--- src/rtl/clock_pkg.sv ---
// clock_pkg: field, op and state encodings shared by time_update_scheduler (TUS_DAY_CLAMP_EN adds the clamp states)
package clock_pkg;
  typedef enum logic [2:0] {F_SEC, F_MIN, F_HOUR, F_DAY, F_MONTH, F_YEAR} field_e;
  typedef enum logic [1:0] {OP_INC = 2'b00, OP_DEC = 2'b01, OP_CLAMP = 2'b10} op_e;
  typedef enum logic [2:0] {
    S_IDLE,
    S_ISSUE,
    S_WAIT
`ifdef TUS_DAY_CLAMP_EN
    , S_CLAMP_ISSUE,
    S_CLAMP_WAIT
`endif
  } state_e;
  localparam logic [2:0] FIELD_MAX = F_YEAR;
  function automatic logic clamps_day(input logic [2:0] f);
    return f == F_MONTH || f == F_YEAR;
  endfunction
endpackage

--- src/rtl/time_update_scheduler_if.sv ---
// time_update_scheduler_if: command/response bus between the scheduler and the counter bank
interface time_update_scheduler_if;
  logic       cmd_valid;
  logic [2:0] cmd_field;
  logic [1:0] cmd_op;
  logic       cmd_ready;
  logic       rsp_valid;
  logic       rsp_wrap;
  modport master (output cmd_valid, cmd_field, cmd_op, input cmd_ready, rsp_valid, rsp_wrap);
  modport slave (input cmd_valid, cmd_field, cmd_op, output cmd_ready, rsp_valid, rsp_wrap);
endinterface

--- src/rtl/time_update_scheduler.sv ---
// time_update_scheduler: turns 1 Hz ticks (with carry chains) and manual edits into counter-bank commands
// Define TUS_DAY_CLAMP_EN to follow every MONTH/YEAR command with a CLAMP of DAY.
module time_update_scheduler
  import clock_pkg::*;
#(
  parameter int CHAIN_TOP = 5
) (
  input  logic                            clk,
  input  logic                            rst,
  input  logic                            tick_1hz,
  input  logic                            man_req,
  input  logic [2:0]                      man_field,
  input  logic                            man_dir,
  time_update_scheduler_if.master         bus,
  output logic                            busy,
  output logic                            man_drop,
  output logic                            tick_lost
);
  localparam logic [2:0] TOP = 3'(CHAIN_TOP);
  state_e     state;
  logic       tick_pend, man_pend, man_pend_dir, cur_man;
  logic [2:0] man_pend_field, cur_field, sel_field;
  logic       man_ok, drop, idle, sel_man, sel_dir, take_tick, carry;
  assign busy = state != S_IDLE;
  // in IDLE a fresh request is served directly, as if it had been latched and selected at once
  always_comb begin
    man_ok    = man_req && !man_pend && man_field <= FIELD_MAX;
    drop      = man_req && !man_ok;
    idle      = state == S_IDLE;
    sel_man   = man_pend || man_ok;
    sel_field = man_pend ? man_pend_field : man_field;
    sel_dir   = man_pend ? man_pend_dir : man_dir;
    take_tick = idle && !sel_man && (tick_pend || tick_1hz);
    carry     = !cur_man && bus.rsp_wrap && cur_field < TOP;
  end
  always_ff @(posedge clk) begin
    if (rst) begin
      state          <= S_IDLE;
      tick_pend      <= 1'b0;
      man_pend       <= 1'b0;
      man_pend_field <= 3'd0;
      man_pend_dir   <= 1'b0;
      tick_lost      <= 1'b0;
      man_drop       <= 1'b0;
      cur_field      <= 3'd0;
      cur_man        <= 1'b0;
      bus.cmd_valid  <= 1'b0;
      bus.cmd_field  <= 3'd0;
      bus.cmd_op     <= 2'd0;
    end else begin
      man_drop  <= drop;
      tick_pend <= take_tick ? (tick_pend && tick_1hz) : (tick_pend || tick_1hz);
      tick_lost <= tick_lost || (tick_1hz && tick_pend && !take_tick);
      if (idle) man_pend <= 1'b0;
      else if (man_ok) {man_pend, man_pend_field, man_pend_dir} <= {1'b1, man_field, man_dir};
      case (state)
        S_IDLE: if (sel_man || take_tick) begin
          state         <= S_ISSUE;
          bus.cmd_valid <= 1'b1;
          bus.cmd_field <= sel_man ? sel_field : F_SEC;
          bus.cmd_op    <= (sel_man && sel_dir) ? OP_DEC : OP_INC;
          cur_field     <= sel_man ? sel_field : F_SEC;
          cur_man       <= sel_man;
        end
        S_ISSUE: if (bus.cmd_ready) begin
          state         <= S_WAIT;
          bus.cmd_valid <= 1'b0;
          bus.cmd_field <= 3'd0;
          bus.cmd_op    <= 2'd0;
        end
        S_WAIT: if (bus.rsp_valid) begin
          if (carry) begin
            state         <= S_ISSUE;
            bus.cmd_valid <= 1'b1;
            bus.cmd_field <= cur_field + 3'd1;
            bus.cmd_op    <= OP_INC;
            cur_field     <= cur_field + 3'd1;
          end
`ifdef TUS_DAY_CLAMP_EN
          else if (clamps_day(cur_field)) begin
            state         <= S_CLAMP_ISSUE;
            bus.cmd_valid <= 1'b1;
            bus.cmd_field <= F_DAY;
            bus.cmd_op    <= OP_CLAMP;
          end
`endif
          else state <= S_IDLE;
        end
`ifdef TUS_DAY_CLAMP_EN
        S_CLAMP_ISSUE: if (bus.cmd_ready) begin
          state         <= S_CLAMP_WAIT;
          bus.cmd_valid <= 1'b0;
          bus.cmd_field <= 3'd0;
          bus.cmd_op    <= 2'd0;
        end
        S_CLAMP_WAIT: if (bus.rsp_valid) state <= S_IDLE;
`endif
        default: state <= S_IDLE;
      endcase
    end
  end
endmodule

--- src/flat_wrapper.sv ---
// flat-port wrapper written by rule: the top's interface ports become plain ports
module time_update_scheduler_flat import clock_pkg::*;
#(
  parameter int CHAIN_TOP = 5
)
  (clk, rst, tick_1hz, man_req, man_field, man_dir, busy, man_drop, tick_lost, bus_cmd_valid, bus_cmd_field, bus_cmd_op, bus_cmd_ready, bus_rsp_valid, bus_rsp_wrap);
  time_update_scheduler_if bus_i ();
  input  logic clk;
  input  logic rst;
  input  logic tick_1hz;
  input  logic man_req;
  input  logic [2:0] man_field;
  input  logic man_dir;
  output logic busy;
  output logic man_drop;
  output logic tick_lost;
  output wire logic [$bits(bus_i.cmd_valid)-1:0] bus_cmd_valid;
  output wire logic [$bits(bus_i.cmd_field)-1:0] bus_cmd_field;
  output wire logic [$bits(bus_i.cmd_op)-1:0] bus_cmd_op;
  input wire logic [$bits(bus_i.cmd_ready)-1:0] bus_cmd_ready;
  input wire logic [$bits(bus_i.rsp_valid)-1:0] bus_rsp_valid;
  input wire logic [$bits(bus_i.rsp_wrap)-1:0] bus_rsp_wrap;
  assign bus_cmd_valid = bus_i.cmd_valid;
  assign bus_cmd_field = bus_i.cmd_field;
  assign bus_cmd_op = bus_i.cmd_op;
  assign bus_i.cmd_ready = bus_cmd_ready;
  assign bus_i.rsp_valid = bus_rsp_valid;
  assign bus_i.rsp_wrap = bus_rsp_wrap;
  time_update_scheduler #(.CHAIN_TOP(CHAIN_TOP)) u_core (.clk(clk), .rst(rst), .tick_1hz(tick_1hz), .man_req(man_req), .man_field(man_field), .man_dir(man_dir), .bus(bus_i), .busy(busy), .man_drop(man_drop), .tick_lost(tick_lost));
endmodule
--- config.mk ---
export PLATFORM = sky130hd
export DESIGN_NAME = time_update_scheduler_flat
export DESIGN_NICKNAME = d
export VERILOG_FILES = /design/src/rtl/clock_pkg.sv /design/src/rtl/time_update_scheduler_if.sv /design/src/rtl/time_update_scheduler.sv /design/src/flat_wrapper.sv
export SDC_FILE = /design/constraint.sdc
export NUM_CORES = 1
export LEC_CHECK = 0
export CAP_MARGIN = 25
export CORE_UTILIZATION = 30
export DETAILED_ROUTE_END_ITERATION = 16
export MAX_ROUTING_LAYER = met4
export RECOVER_POWER = 50
export SYNTH_ARGS = -nofsm -noshare
export SYNTH_HDL_FRONTEND = slang
export SYNTH_SLANG_ARGS = --single-unit
--- constraint.sdc ---
create_clock -name clk -period 2.69 [get_ports clk]
set_input_delay 0.4035 -clock clk [delete_from_list [all_inputs] [get_ports clk]]
set_output_delay 0.4035 -clock clk [all_outputs]
set_load 0.1 [all_outputs]
==> metrics.yaml, run 1 <==
synth:
  synth-seq-cells: 19
  synth_top_family_by_area: "compound AO/OA/AOI/OAI gates"
  synthMuxAreaShare_pct: 5.91
  synth-simple-area-share_pct: 21.2
  synth_edf_count: 0
  yosysWarnings: 0
  netlist_instances: 121
  synth_xor_area_share_pct: 0.862
  synth-compound-area-share_pct: 22.7
  synth.net_count: 138
  async_flop_share_pct: 0
  seq_area_frac_synth_pct: 37.4
  synthAdderAreaFrac_pct: 7.39
  ys.flop_type: "dfxtp_1"
  avgSynthCellArea_um2: 8.40
  netlist_area_um2: 1020
  ys_types: 32
floorplanning:
  die_h_um: 60.2
  rows: 20
  io_pins: 20
  die_w_um: 60.2
  start_util_pct: 32.5
  coreArea_um2: 3130
  die_area_um2: 3620
clocking:
  cts_buffers: 3
  cts_resized: 0
  post_cts_buffers: 0
  cts_hold_buffers: 0
  clkTransAtPathRegs_ns: 0.10
  clock_latency_ns: 0.30
  clock_tree.buffer_depth: 2
  cts_tree: "built"
  clock_sinks: 19
  h-tree-depth: 1
  root_buffer: "clkbuf_4"
setup_path:
  worstPathArrival_ns: 2.47
  required_ns: 2.86
  crit_path_top_delay_cell: "a2111oi_4"
  reg2reg_from: "u_core.state[0]$_SDFFE_PP0P_"
  rrSetupSlack_ns: 0.44
  reg2reg_depth: 7
  crit_cells: 6
  crit_buf_inv: 1
  slowest_delay_ns: 0.63
  crit_chain: "dlygate4sd3_1, a21boi_0, nor3_4, a2111oi_4, mux2i_1, nor2_1"
  r2r-end: "u_core.bus.cmd_field[1]$_SDFFE_PP0P_"
  cp_top_family: "compound AO/OA/AOI/OAI gates"
  cp-end-kind: "flop"
  cp-start-kind: "input pin"
  critPathKind: "in -> reg"
  worstPathMaxFanout: 8
placed_design:
  dpl_worst_slack_ns: 0.376
  port_buffers: 18
  hpwl_mm: 1.68
  dp_cells: 179
  gp_congestion: 0.815
final_layout:
  layoutNonFillerInstCount: 183
  fin_util_pct: 38.4
  diodes: 0
  area_growth_pct: 18.1
  fin_nets: 157
  drive_gt1_share_pct: 5.76
  mostFrequentLayoutCell: "dfxtp_1"
  mostFrequentLayoutCells: "dfxtp_1 (19), nor2_1 (17), a21oi_1 (15)"
  fillers: 336
routing:
  drt_first_pass_iters: 4
  vias_per_cell: 4.83
  wl_per_cell_um: 12.1
  drc_errors: 0
  final_antenna_net_count: 0
  vias: 884
  drt_iter0_drc: 51
  wirelength_mm: 2.21
grt:
  first_global_vias: 842
  grt_pass1_wl_mm: 3.79
  grt_max_degree: 20
  grt_overflow_total: 0
  grtUsageTotal_pct: 14.4
  antenna_found_initial: 0
pwr:
  power_leakage_uw: 0.000467
  power_density_nw_per_um2: 1120
  peakVddDrop_uv: 911
run:
  drv_cap: 0
timing:
  setup_ws_ns: 0.396
  finalCriticalPeriod_ns: 2.29
  finalCritPeriodShare_pct: 85.3
  finalHoldViolCount: 0
  finalSetupViolations: 0
  fin_hold_ws_ns: 0.466
  rsz0062_at_grt: "false"
  maxSlewHeadroom_pct: 22.5
  worst_pin_slew_ns: 1.17
  tns_ns: 0
  fin_skew_ns: 0.00447
  maxSlewViolCount: 0
  fmax_mhz: 436
status:
  status: "complete, no violations"
hold_path:
  min_to: "u_core.man_pend_field[2]$_SDFFE_PP0P_"
  hold_class: "reg -> reg"
  min_from: "u_core.man_pend_field[2]$_SDFFE_PP0P_"
  hold_depth: 2
[synth_stat cells (2+ instances only)]
library cell	count	area share [%]
dfxtp_1	19	37
nor2_1	17	6.3
a21oi_1	15	7.4
nand2_1	11	4.1
o21ai_0	7	3.4
ha_1	6	7.4
mux2i_1	6	5.9
nand3_1	6	3.0
inv_1	5	1.8
a211oi_1	3	2.2
a31oi_1	2	1.2
clkbuf_1	2	0.74
nor2b_1	2	1.2
o22ai_1	2	1.2
[routing by layer]
layer	vias up	GRT usage, %	share of wire, %
met1	401	18.4	49
li1	460	-	-
met2	21	22.4	45
met4	0	2.99	0.50
met5	-	-	0
met3	2	3.90	5.3
[per-stage QoR]
| stage | area, µm² | power, µW |
|---|---|---|
| 5_1_grt | 1200 | 1430 |
| 3_3_place_gp | 1210 | 1220 |
| 3_5_place_dp | 1210 | 1230 |
| 6_report | 1200 | 1340 |
| 2_1_floorplan | 1020 | 1060 |
| 4_1_cts | 1240 | 1380 |
[worst reg2reg max path, delay by kind of cell (launching register included)]
kind / cells / cell delay [ns]
mux: 1 / 0.26
compound gates: 2 / 0.78
simple gates: 1 / 0.05
fa+ha+maj: 1 / 0.32
flops: 1 / 0.43
buf+inv: 2 / 0.29
[registers in the layout (all words and copies together) (netlist names)]
name	count
u_core.bus.cmd_field	3
u_core.tick_pend	1
u_core.cur_field	3
u_core.bus.cmd_valid	1
u_core.bus.cmd_op	1
u_core.state	2
u_core.man_pend_dir	1
u_core.man_pend	1
u_core.cur_man	1
u_core.tick_lost	1
u_core.man_drop	1
u_core.man_pend_field	3
[worst max-delay path by stage]
stage | from | to | slack [ns]
2_1_floorplan | u_core.state[0]$_SDFFE_PP0P_ | u_core.bus.cmd_field[1]$_SDFFE_PP0P_ | 0.25
3_3_place_gp | man_req | u_core.bus.cmd_op[0]$_SDFFE_PP0P_ | 0.44
3_5_place_dp | man_req | u_core.bus.cmd_field[1]$_SDFFE_PP0P_ | 0.38
4_1_cts | u_core.state[0]$_SDFFE_PP0P_ | u_core.bus.cmd_field[1]$_SDFFE_PP0P_ | 0.42
5_1_grt | man_field[1] | u_core.bus.cmd_field[1]$_SDFFE_PP0P_ | 0.20
6_report | man_field[1] | u_core.bus.cmd_field[1]$_SDFFE_PP0P_ | 0.40
[logic make-up (layout without fill, tap and decap cells)]
family	count (synthesis)	count (layout)
DFF	19	19
other	1	1
muxes	6	6
buffers and inverters	10	28
xor gates and xnor gates	1	1
AOI/OAI and AO/OA	34	34
and+or+nand+nor	44	44
adders and majority gates	6	6
[layout make-up]
class                   instances  area [µm²]  share of cell area, %
flip-flops and latches         19         380                   31.7
well taps                      44        55.1                   4.59
clock buffers                   4        26.3                   2.19
repair buffers                 19         138                   11.5
multi-input cells              92         582                   48.5
inverters                       5        18.8                   1.56
[power breakdown]
part           total (µW)  switching [µW]  internal [µW]
clock                 148            89.7           57.9
combinational         790             570            219
sequential            405            54.8            350
(Power assumes the default switching activity.)
==> run 2: changes to the inputs <==
--- a/config.mk
+++ b/config.mk
@@ -6,9 +6,12 @@
 export NUM_CORES = 1
 export LEC_CHECK = 0
 export CAP_MARGIN = 25
+export CELL_PAD_IN_SITES_DETAIL_PLACEMENT = 0
+export CELL_PAD_IN_SITES_GLOBAL_PLACEMENT = 1
 export CORE_UTILIZATION = 30
 export DETAILED_ROUTE_END_ITERATION = 16
 export MAX_ROUTING_LAYER = met4
+export PLACE_DENSITY_LB_ADDON = 0.1
 export RECOVER_POWER = 50
 export SYNTH_ARGS = -nofsm -noshare
 export SYNTH_HDL_FRONTEND = slang
==> metrics.yaml, run 2 (synthesis results as in run 1) <==
status:
  status: "complete, no violations"
timing:
  rsz0062_at_grt: "false"
  tns_ns: 0  # unchanged
  finalCriticalPeriod_ns: 2.26  # -0.0344 ns
  fin_skew_ns: 0.00650  # +0.00203 ns
  maxSlewViolCount: 0  # unchanged
  worst_pin_slew_ns: 1.18  # +0.00901 ns
  finalSetupViolations: 0  # unchanged
  finalCritPeriodShare_pct: 84.0  # -1.3 points
  finalHoldViolCount: 0  # unchanged
  fin_hold_ws_ns: 0.467  # +0.000635 ns
  fmax_mhz: 443  # +1.5%
  maxSlewHeadroom_pct: 21.9  # -0.60 points
pwr:
  power_density_nw_per_um2: 1120  # about the same
  pwr-share-comb_pct: 58.7  # about the same
  intPower_uw: 624  # -0.41%
  swShare_pct: 53.5  # +0.25 points
  power_frac_clock_pct: 11.2  # +0.2 points
  peakVddDrop_uv: 427  # -53%
  p_sw_uw: 719  # +0.61%
  p_seq_share_pct: 30.2  # about the same
  fin_total_pwr_uw: 1340  # +0.14%
  power_leakage_uw: 0.000470  # +0.58%
setup_path:
  critPathKind: "in -> reg"
  cp-start-kind: "input pin"
  worstPathArrival_ns: 2.43  # -0.04 ns
  cp-end-kind: "flop"
  startpoint: "man_field[1]"
  reg2reg_from: "u_core.state[0]$_SDFFE_PP0P_"
  reg2reg_depth: 7  # unchanged
  r2r-end: "u_core.bus.cmd_field[1]$_SDFFE_PP0P_"
  required_ns: 2.86  # about the same
  worstPathMaxFanout: 8  # unchanged
  rrSetupSlack_ns: 0.46  # +0.02 ns
run:
  drv_cap: 0  # unchanged
final_layout:
  mostFrequentLayoutCell: "dfxtp_1"
  fillers: 356  # +6.0%
  reg.largest.list: "u_core.bus.cmd_field: 3 flops, u_core.cur_field: 3 flops, u_core.man_pend_field: 3 flops"
  drive_gt1_share_pct: 6.47  # +0.72 points
  diodes: 0  # unchanged
  mostFrequentLayoutCells: "dfxtp_1 (19), nor2_1 (17), a21oi_1 (15)"
  area_growth_pct: 18.2
  fin_nets: 157  # unchanged
clocking:
  clock_tree.buffer_depth: 2  # unchanged
  cts_resized: 0  # unchanged
  clock_sinks: 19  # unchanged
  cts_tree: "built"
  clock_latency_ns: 0.30  # about the same
  root_buffer: "clkbuf_4"
  cts_buffers: 3  # unchanged
  h-tree-depth: 1  # unchanged
  cts_hold_buffers: 0  # unchanged
  post_cts_buffers: 0  # unchanged
  clkTransAtPathRegs_ns: 0.12  # +0.02 ns
hold_path:
  min_from: "u_core.man_pend_dir$_SDFFE_PP0P_"
  hold_class: "reg -> reg"
  min_to: "u_core.man_pend_dir$_SDFFE_PP0P_"
  hold_depth: 2  # unchanged
floorplanning:
  rows: 20  # unchanged
  io_pins: 20  # unchanged
  die_w_um: 60.2  # unchanged
  die_h_um: 60.2  # unchanged
  start_util_pct: 32.5  # unchanged
  die_area_um2: 3620  # unchanged
  coreArea_um2: 3130  # unchanged
routing:
  drc_errors: 0  # unchanged
  wl_per_cell_um: 12.4  # +3.1%
  drt_first_pass_iters: 4  # unchanged
  final_antenna_net_count: 0  # unchanged
  wirelength_mm: 2.28  # +3.1%
  vias: 889  # +0.57%
  drt_iter0_drc: 29  # -43%
  vias_per_cell: 4.86  # +0.57%
placed_design:
  hpwl_mm: 1.72  # +2.7%
  port_buffers: 18  # unchanged
  gp_congestion: 0.734  # -10%
grt:
  grt_overflow_total: 0  # unchanged
  grtUsageTotal_pct: 14.7  # +0.31 points
  grt_max_degree: 20  # unchanged
  antenna_found_initial: 0  # unchanged
  first_global_vias: 838  # -0.48%
  grt_pass1_wl_mm: 3.80  # +0.18%
==> run 2: critical path: stages <==
cell	delay (ns)
dlygate4sd3_1	0.60
a21boi_0	0.42
nor3_4	0.09
a2111oi_4	0.63
mux2i_1	0.24
nor2_1	0.05
==> run 2: per-stage QoR <==
step,instance area [µm²],instances,util (%),setup WS [ns]
6_report,1200,183,38.4,0.431
4_1_cts,1240,183,39.7,0.422
3_3_place_gp,1210,179,38.8,0.421
2_1_floorplan,1020,121,-,0.253
3_5_place_dp,1210,179,38.8,0.369
5_1_grt,1200,183,38.4,0.268
==> run 2: worst max path at each step <==
stage / endpoint / slack (ns)
2_1_floorplan: u_core.bus.cmd_field[1]$_SDFFE_PP0P_ / 0.25
3_3_place_gp: u_core.bus.cmd_op[0]$_SDFFE_PP0P_ / 0.42
3_5_place_dp: u_core.bus.cmd_op[0]$_SDFFE_PP0P_ / 0.37
4_1_cts: u_core.bus.cmd_field[1]$_SDFFE_PP0P_ / 0.42
5_1_grt: u_core.bus.cmd_op[0]$_SDFFE_PP0P_ / 0.27
6_report: u_core.bus.cmd_field[1]$_SDFFE_PP0P_ / 0.43
==> run 2: final cells by class <==
| type | instances | area (µm²) | share of cell area (%) |
|---|---|---|---|
| clock inverter | 1 | 5.00 | 0.417 |
| sequential | 19 | 380 | 31.7 |
| inverter | 5 | 18.8 | 1.56 |
| clock buffer | 3 | 22.5 | 1.88 |
| tap | 44 | 55.1 | 4.58 |
| timing repair buffer | 19 | 138 | 11.5 |
| multi-input combinational | 92 | 582 | 48.4 |
==> run 2: power by group through the flow <==
| stage | Combinational (µW) | Clock [µW] | Sequential (µW) |
|---|---|---|---|
| after global routing | 853 | 176 | 414 |
| after CTS | 826 | 160 | 407 |
| final | 788 | 150 | 405 |
| after detailed placement | 824 | 0 | 414 |
| after floorplan | 462 | 0 | 600 |
| after global placement | 822 | 0 | 413 |
==> run 2: per-layer routing <==
| metal | part of all wire, % | up-vias | track usage (%) | wire length (µm) |
|---|---|---|---|---|
| met5 | 0 | - | - | 0 |
| met4 | 1.4 | 0 | 5.98 | 31 |
| met3 | 2.9 | 4 | 2.60 | 65 |
| met2 | 47 | 18 | 22.8 | 1070 |
| met1 | 49 | 409 | 18.6 | 1110 |
| li1 | - | 458 | - | - |
